<file path="config.mk">
export PLATFORM = sky130hd
export DESIGN_NAME = program_counter_stack
export DESIGN_NICKNAME = d
export VERILOG_FILES = /design/src/rtl/program_counter_stack.sv
export SDC_FILE = /design/constraint.sdc
export NUM_CORES = 1
export LEC_CHECK = 0
export BUFFER_PORTS_ARGS = -buffer_cell sky130_fd_sc_hd__buf_2
export CAP_MARGIN = 30
export CORE_UTILIZATION = 45
export CTS_CLUSTER_SIZE = 20
export DETAILED_ROUTE_END_ITERATION = 8
export GPL_TIMING_DRIVEN = 0
export SETUP_SLACK_MARGIN = 0.3
export SYNTH_ARGS = -nofsm -noshare
export SYNTH_HDL_FRONTEND = slang
export SYNTH_SLANG_ARGS = --single-unit
</file>
<file path="constraint.sdc">
create_clock -name Clock -period 3 [get_ports Clock]
set_input_delay 0.15 -clock Clock [delete_from_list [all_inputs] [get_ports Clock]]
set_output_delay 0.15 -clock Clock [all_outputs]
set_load 0.05 [all_outputs]
</file>
<file path="src/rtl/program_counter_stack.sv">
// program_counter_stack
//   Program counter with a hardware return-address stack, hold, signed
//   relative branching and sticky stack-error flags. Every command takes
//   effect at the next rising edge of Clock. No command needs more than one
//   cycle.
//
//   Command priority (highest first):
//     Call > Return > LoadEnable > OffsetEnable > Hold > increment
//
//   Optional build macro: PC_STACK_TOS_EN
//     When defined, adds the TopOfStack output. TopOfStack is the newest
//     stack entry, or zero when the stack is empty.
//
//   Ports:
//     Clock        rising-edge clock for all state
//     ResetN       synchronous active-low reset
//     Hold         freeze counter when no other command is active
//     LoadEnable   absolute jump to LoadValue
//     LoadValue    jump/call target
//     OffsetEnable relative branch by sign-extended Offset
//     Offset       signed two's-complement branch offset
//     Call         push CounterValue+1 and jump to LoadValue
//     Return       pop top of stack into CounterValue
//     ClearErrors  clear Overflow/Underflow (a same-cycle error wins)
//     CounterValue current program counter
//     StackDepth   number of valid stack entries
//     Overflow     sticky: Call attempted while the stack was full
//     Underflow    sticky: Return attempted while the stack was empty
//     TopOfStack   (PC_STACK_TOS_EN only) newest stack entry, or 0 if empty
module program_counter_stack #(
  parameter int               WIDTH        = 16,
  parameter int               OFFSET_WIDTH = 9,
  parameter int               DEPTH        = 8,
  parameter logic [WIDTH-1:0] RESET_VALUE  = '0
) (
  input  logic                       Clock,
  input  logic                       ResetN,
  input  logic                       Hold,
  input  logic                       LoadEnable,
  input  logic [WIDTH-1:0]           LoadValue,
  input  logic                       OffsetEnable,
  input  logic [OFFSET_WIDTH-1:0]    Offset,
  input  logic                       Call,
  input  logic                       Return,
  input  logic                       ClearErrors,
  output logic [WIDTH-1:0]           CounterValue,
  output logic [$clog2(DEPTH+1)-1:0] StackDepth,
  output logic                       Overflow,
  output logic                       Underflow
`ifdef PC_STACK_TOS_EN
  ,output logic [WIDTH-1:0]          TopOfStack
`endif
);

  localparam int DW = $clog2(DEPTH+1);
  localparam int AW = $clog2(DEPTH);

  // Modulo-2^WIDTH relative branch target.
  // The size cast sign-extends the signed offset.
  function automatic logic [WIDTH-1:0] add_offset(
    input logic [WIDTH-1:0]               pc,
    input logic signed [OFFSET_WIDTH-1:0] off
  );
    logic signed [WIDTH-1:0] off_ext;
    off_ext = WIDTH'(off);
    return pc + off_ext;
  endfunction

  logic [WIDTH-1:0] stack [DEPTH];

  logic [WIDTH-1:0] pc_inc;
  logic [WIDTH-1:0] pc_nxt;
  logic [DW-1:0]    depth_nxt;
  logic [DW-1:0]    depth_m1;
  logic [AW-1:0]    push_idx;
  logic [AW-1:0]    pop_idx;
  logic             full;
  logic             empty;
  logic             push_en;
  logic             ovf_nxt;
  logic             unf_nxt;

  assign pc_inc   = CounterValue + WIDTH'(1);
  assign full     = (StackDepth == DW'(DEPTH));
  assign empty    = (StackDepth == '0);
  assign depth_m1 = StackDepth - DW'(1);
  // Indices are only used when they are in range:
  // push_idx when the stack is not full, pop_idx when it is not empty.
  assign push_idx = StackDepth[AW-1:0];
  assign pop_idx  = depth_m1[AW-1:0];

  always_comb begin
    pc_nxt    = pc_inc;
    depth_nxt = StackDepth;
    push_en   = 1'b0;
    // Clear first. A same-cycle error below overrides the clear.
    ovf_nxt   = ClearErrors ? 1'b0 : Overflow;
    unf_nxt   = ClearErrors ? 1'b0 : Underflow;
    if (Call) begin
      // The jump happens even when the stack is full; only the push is lost.
      pc_nxt = LoadValue;
      if (full) begin
        ovf_nxt = 1'b1;
      end else begin
        push_en   = 1'b1;
        depth_nxt = StackDepth + DW'(1);
      end
    end else if (Return) begin
      if (empty) begin
        pc_nxt  = CounterValue;
        unf_nxt = 1'b1;
      end else begin
        pc_nxt    = stack[pop_idx];
        depth_nxt = depth_m1;
      end
    end else if (LoadEnable) begin
      pc_nxt = LoadValue;
    end else if (OffsetEnable) begin
      pc_nxt = add_offset(CounterValue, Offset);
    end else if (Hold) begin
      pc_nxt = CounterValue;
    end
  end

  always_ff @(posedge Clock) begin
    if (!ResetN) begin
      CounterValue <= RESET_VALUE;
      StackDepth   <= '0;
      Overflow     <= 1'b0;
      Underflow    <= 1'b0;
    end else begin
      CounterValue <= pc_nxt;
      StackDepth   <= depth_nxt;
      Overflow     <= ovf_nxt;
      Underflow    <= unf_nxt;
    end
  end

  // Stack storage is never reset.
  // Entries at or above StackDepth are don't-care.
  always_ff @(posedge Clock) begin
    if (push_en && ResetN) begin
      stack[push_idx] <= pc_inc;
    end
  end

`ifdef PC_STACK_TOS_EN
  assign TopOfStack = empty ? '0 : stack[pop_idx];
`endif

endmodule

</file>
# Yosys cells after proc, flatten, opt, wreduce, memory -nomap -nowiden
# Memories as Yosys holds them, arrays and structs flattened.
# Cells that the tools add are included.
# totals
register_bits,22
ramBits,128
inputBits,33
out_inout_bits,22
elab_cells,40
memories,1
# mem_list
memory,depth,width,rd,rd_clocked_by_memory_dff,wr,line_no,source
stack,8,16,1,0,1,69,logic [WIDTH-1:0] stack [DEPTH];
# op_classes
add_sub_neg,4
eq_ne,5
n_mux,21
n_reduce_logical,5
# ops
cell,count
2-to-1 mux 16 bit,6
"adder 16 x 1 -> 16 bit, second input constant",1
adder 16 bit,1
2-to-1 mux 4 bit,4
2-to-1 mux 1 bit,11
"inequality test 5 x 1 -> 1 bit, second input constant",1
"adder 4 x 1 -> 4 bit, second input constant",1
"== test 4 bit, second input constant",1
zero test 4 bit,1
"inequality test 2 bit, second input constant",2
"subtractor 4 x 1 -> 4 bit, second input constant",1
"inequality test 3 bit, second input constant",1
AND reduction 3 bit,1
AND reduction 2 bit,1
nonzero test 2 bit,1
logical AND 1 bit,1

# Longest topological paths before layout
# depth
ltp_word,6
mapped_depth,12

# Worst setup path before layout
# Ideal clock, no wire load.
# synth_timing
kind,register -> register
startpoint,register StackDepth[0]
endpoint,memory stack[1][0] (enable)
setup_time_ns,0.409
arrival_ns,3.157
path_slack_ns,-0.566
stages_incl_launch_ff,9
path_cell_list,dfxtp_1 > buf_2 > buf_2 > inv_1 > ha_1 > nor2b_1 > a21oi_1 > nand2_1 > nor3_1
# synth_between
elab_chain_len,6
# synth_rtl
element,line_no,source
from (decl),47,"output logic [$clog2(DEPTH+1)-1:0] StackDepth,"
from (signal assigned),133,StackDepth <= depth_nxt;
== test 4 bit,84,assign full = (StackDepth == DW'(DEPTH));
2-to-1 mux 1 bit,102,if (full) begin
2-to-1 mux 1 bit,99,if (Call) begin
logical AND 1 bit,142,if (push_en && ResetN) begin
2-to-1 mux 1 bit,142,
2-to-1 mux 1 bit (implied by the code),143,stack[push_idx] <= pc_inc;
to (decl),69,
# Parallel ways exist; a longest one is shown, timed or not.

# Worst setup path in the final report
# layout_timing
startpoint,register CounterValue[0]
endpoint,register CounterValue[14]
# layout_between
elab_chain_len,6
word_cells_on_any_way,7
# layout_rtl
element,line_no,source
from (decl),46,"output logic [WIDTH-1:0] CounterValue,"
from (signal assigned),132,CounterValue <= pc_nxt;
adder 16 x 1 -> 16 bit,83,assign pc_inc = CounterValue + WIDTH'(1);
2-to-1 mux 16 bit,120,end else if (Hold) begin
2-to-1 mux 16 bit (*),118,end else if (OffsetEnable) begin
2-to-1 mux 16 bit (*),116,end else if (LoadEnable) begin
2-to-1 mux 16 bit (*),108,end else if (Return) begin
2-to-1 mux 16 bit (*),99,
# Every way passes the cells marked *; elsewhere a longest branch is shown, timed or not. The select of a mux whose other input is x is not followed.
# A chain may end at the register's enable or synchronous reset.

==> qor.csv <==
metric,value,unit
leakage power,3.10,nW
Final Routed Wirelength,19000,um
Initial DRC Count,464,
DPL Wire Length,13500,um
GPL Wtd Cong,0.936,
Post-DRT Antenna Nets,0,
Pre-antenna DRT Iters,5,
worst-case clock buffer depth,2,
Die ar.,16500,um^2
total area of sequential cells,4290,um^2
share of async-settable or async-resettable flops after synthesis,0,%
buffers added on ports,52,
Synth warnings,0,
vias in the first global route,4929,
largest net degree at the start of global routing,17,
Hold Buf Count CTS,0,
"Hold Vio Cnt, Final",0,
clock-pin slew on the worst setup and hold paths,0.06,ns
syn_nets,572,
GRT Resource Usage Total,24.3,%
Period minus WS final,2.67,ns
CP max FO,9,
initial antenna violation count,0,
Final Skew,0.0130,ns
Max stage delay on crit path,0.42,ns
"commonest non-fill, non-tap cell in the layout",edfxtp_1,
Layout Nets,658,
worst vdd ir,481,uV
DRC Markers,0,
# clock sinks,150,
Synth top area share,53.4,%
Top Family by Delay on Critical Path,compound AO/OA/AOI/OAI gates,
Post-Syn Area,7200,um^2
FILL cells,1236,
Tcrit/Tclk final,89.1,%
Worst-Skew Late Latency,0.43,ns
unrepaired setup endpoints after global routing,true,
core region area,15400,um^2
Fmax,374,MHz
total CTS buffers,17,
I/O pin count,55,
GR peak layer,met2,
pwr dens,986,nW/um^2
Multi-input gate area,2890,um^2
sequential share of the synthesized area,59.5,%
row cnt,45,
Post-synth EDFFs,128,
pre-CTS WS,-0.321,ns
first-pass GRT wire length,28300,um
WL/cell,23.0,um
synth top area cells,"edfxtp_1 53%, mux4_2 10%, dfxtp_1 6.1%, ha_1 3.1%, a21oi_1 2.6%",
Yosys reg bits,150,
Synth cell types,54,
clock tree root buffer cell,clkbuf_16,
"Top FF cell, synth",edfxtp_1,
Post-Syn Instances,520,
Final setup viols,0,
relative slew slack,38.5,%
via count,4974,
GR Util met3,5.41,%
Crit-path slowest cell,fa_1,
met2 global-route usage,37.6,%
Crit path buffers/inverters,0,
layout cell share with drive strength beyond 1,26.9,%
CTS tree,yes,
Worst-Margin Slew,0.916,ns
Worst Path Arrival,2.98,ns
die width,128,um
initial core utilization,46.7,%
most area-hungry cell type in the Yosys netlist,edfxtp_1,
Syn Area/Cell,13.8,um^2
outcome,finished clean,
Die Y,128,um
WS Path Type,flip-flop to flip-flop,
max-cap violations,0,
met1 Track Usage GR,31.8,%
diodes inserted,0,
gr ovfl total,0,
Hold WS,0.0732,ns
CP endpoint kind,flip-flop,
worst path required time,3.31,ns
Critical Path Start Type,flip-flop,
most frequent cells in the layout,"128 x edfxtp_1, 57 x buf_2, 38 x a21oi_1",
area grow syn2layout,20.8,%
final slew viol count,0,
Setup WS post-layout,0.327,ns
Worst Hold Class,input port to flip-flop,
worst path cell trace,ha_1 > fa_1 > a21o_1 > a221oi_4 > o221ai_1 > a21oi_1 > nand4b_1 > nor4b_2 > o221a_2,
H-tree depth,4,
post-DR vias/cell,6.00,
## layer usage
layer / vias up / wire [um]
li1: 2224 / -
met1: 2474 / 8100
met2: 219 / 8670
met3: 57 / 1300
met4: 0 / 958
met5: - / 0
## synth_stat cells (6+ instances only)
| cell type | number |
|---|---|
| nand2b_1 | 8 |
| xor2_1 | 13 |
| xnor2_1 | 16 |
| nor3_1 | 7 |
| mux4_2 | 32 |
| o21ai_0 | 31 |
| nand2_1 | 29 |
| a21o_1 | 6 |
| nand3_1 | 9 |
| ha_1 | 18 |
| a21oi_1 | 38 |
| nand4_1 | 7 |
| edfxtp_1 | 128 |
| dfxtp_1 | 22 |
| buf_2 | 9 |
| nor2_1 | 30 |
| nor2b_1 | 6 |
| a211oi_1 | 7 |
| inv_1 | 9 |
| clkbuf_1 | 17 |
| mux2i_1 | 16 |
## per-stage QoR
| stage | TNS (ns) | cells | instance area, um^2 | utilization [%] | power (mW) |
|---|---|---|---|---|---|
| after floorplan | 0 | 520 | 7230 | - | 5.28 |
| after global placement | -88.92 | 783 | 7750 | 50.2 | 6.15 |
| after detailed placement | -2.89 | 791 | 7930 | 51.4 | 6.27 |
| after CTS | 0 | 828 | 8630 | 55.9 | 8.50 |
| after global routing | 0 | 829 | 8700 | 56.4 | 8.96 |
| final | 0 | 829 | 8700 | 56.4 | 8.58 |
## final cells by class
type / instances / share of cell area (%)
flip-flops and latches: 150 / 49.3
multi-input cells: 334 / 33.2
repair buffers: 67 / 5.51
clock buffers: 18 / 4.93
well taps: 211 / 3.03
plain buffers: 27 / 2.06
clock inverters: 13 / 1.50
inverters: 9 / 0.388
## kinds of logic (layout without fill, tap and decap cells)
group,after synthesis,after routing,synth area share [%]
AOI/OAI and AO/OA,122,122,11.1
xor gates and xnor gates,29,29,3.53
adders and majority gates,19,19,3.41
and+or+nand+nor,113,113,7.73
muxes,51,51,12.7
DFF,150,150,59.5
buffers and inverters,36,134,2.09
## registers in the layout, summed over array words and instances (netlist names)
signal,cells
StackDepth,4
Underflow,1
CounterValue,16
Overflow,1
stack,128
## what timing repair did
action | CTS | global route
gates cloned | 0 | 0
resized for setup | 17 | 13
buffers inserted | 6 | 1
endpoints found under the setup margin | 114 | 91
pin swaps | 4 | 1
## worst min-delay path, stage by stage
cell,delay (ns)
buf_2,0.11
a211oi_1,0.07
o21ai_0,0.13
## power breakdown
part | leakage [nW] | total, mW | switching [mW] | internal [mW]
clock network | 0.265 | 2.04 | 0.828 | 1.21
logic | 1.47 | 3.67 | 2.13 | 1.54
registers | 1.36 | 2.87 | 0.220 | 2.65
## worst paths after layout
| kind | startpoint | endpoint | slack [ns] | cells after the start |
|---|---|---|---|---|
| max | CounterValue[0] | CounterValue[14] | 0.33 | 9 |
| min | LoadValue[10] | CounterValue[10] | 0.07 | 3 |
| max reg2reg | CounterValue[0] | CounterValue[14] | 0.33 | 9 |
| min reg2reg | Underflow | Underflow | 0.52 | 2 |
Note: power is estimated with default switching activity, not from simulation.
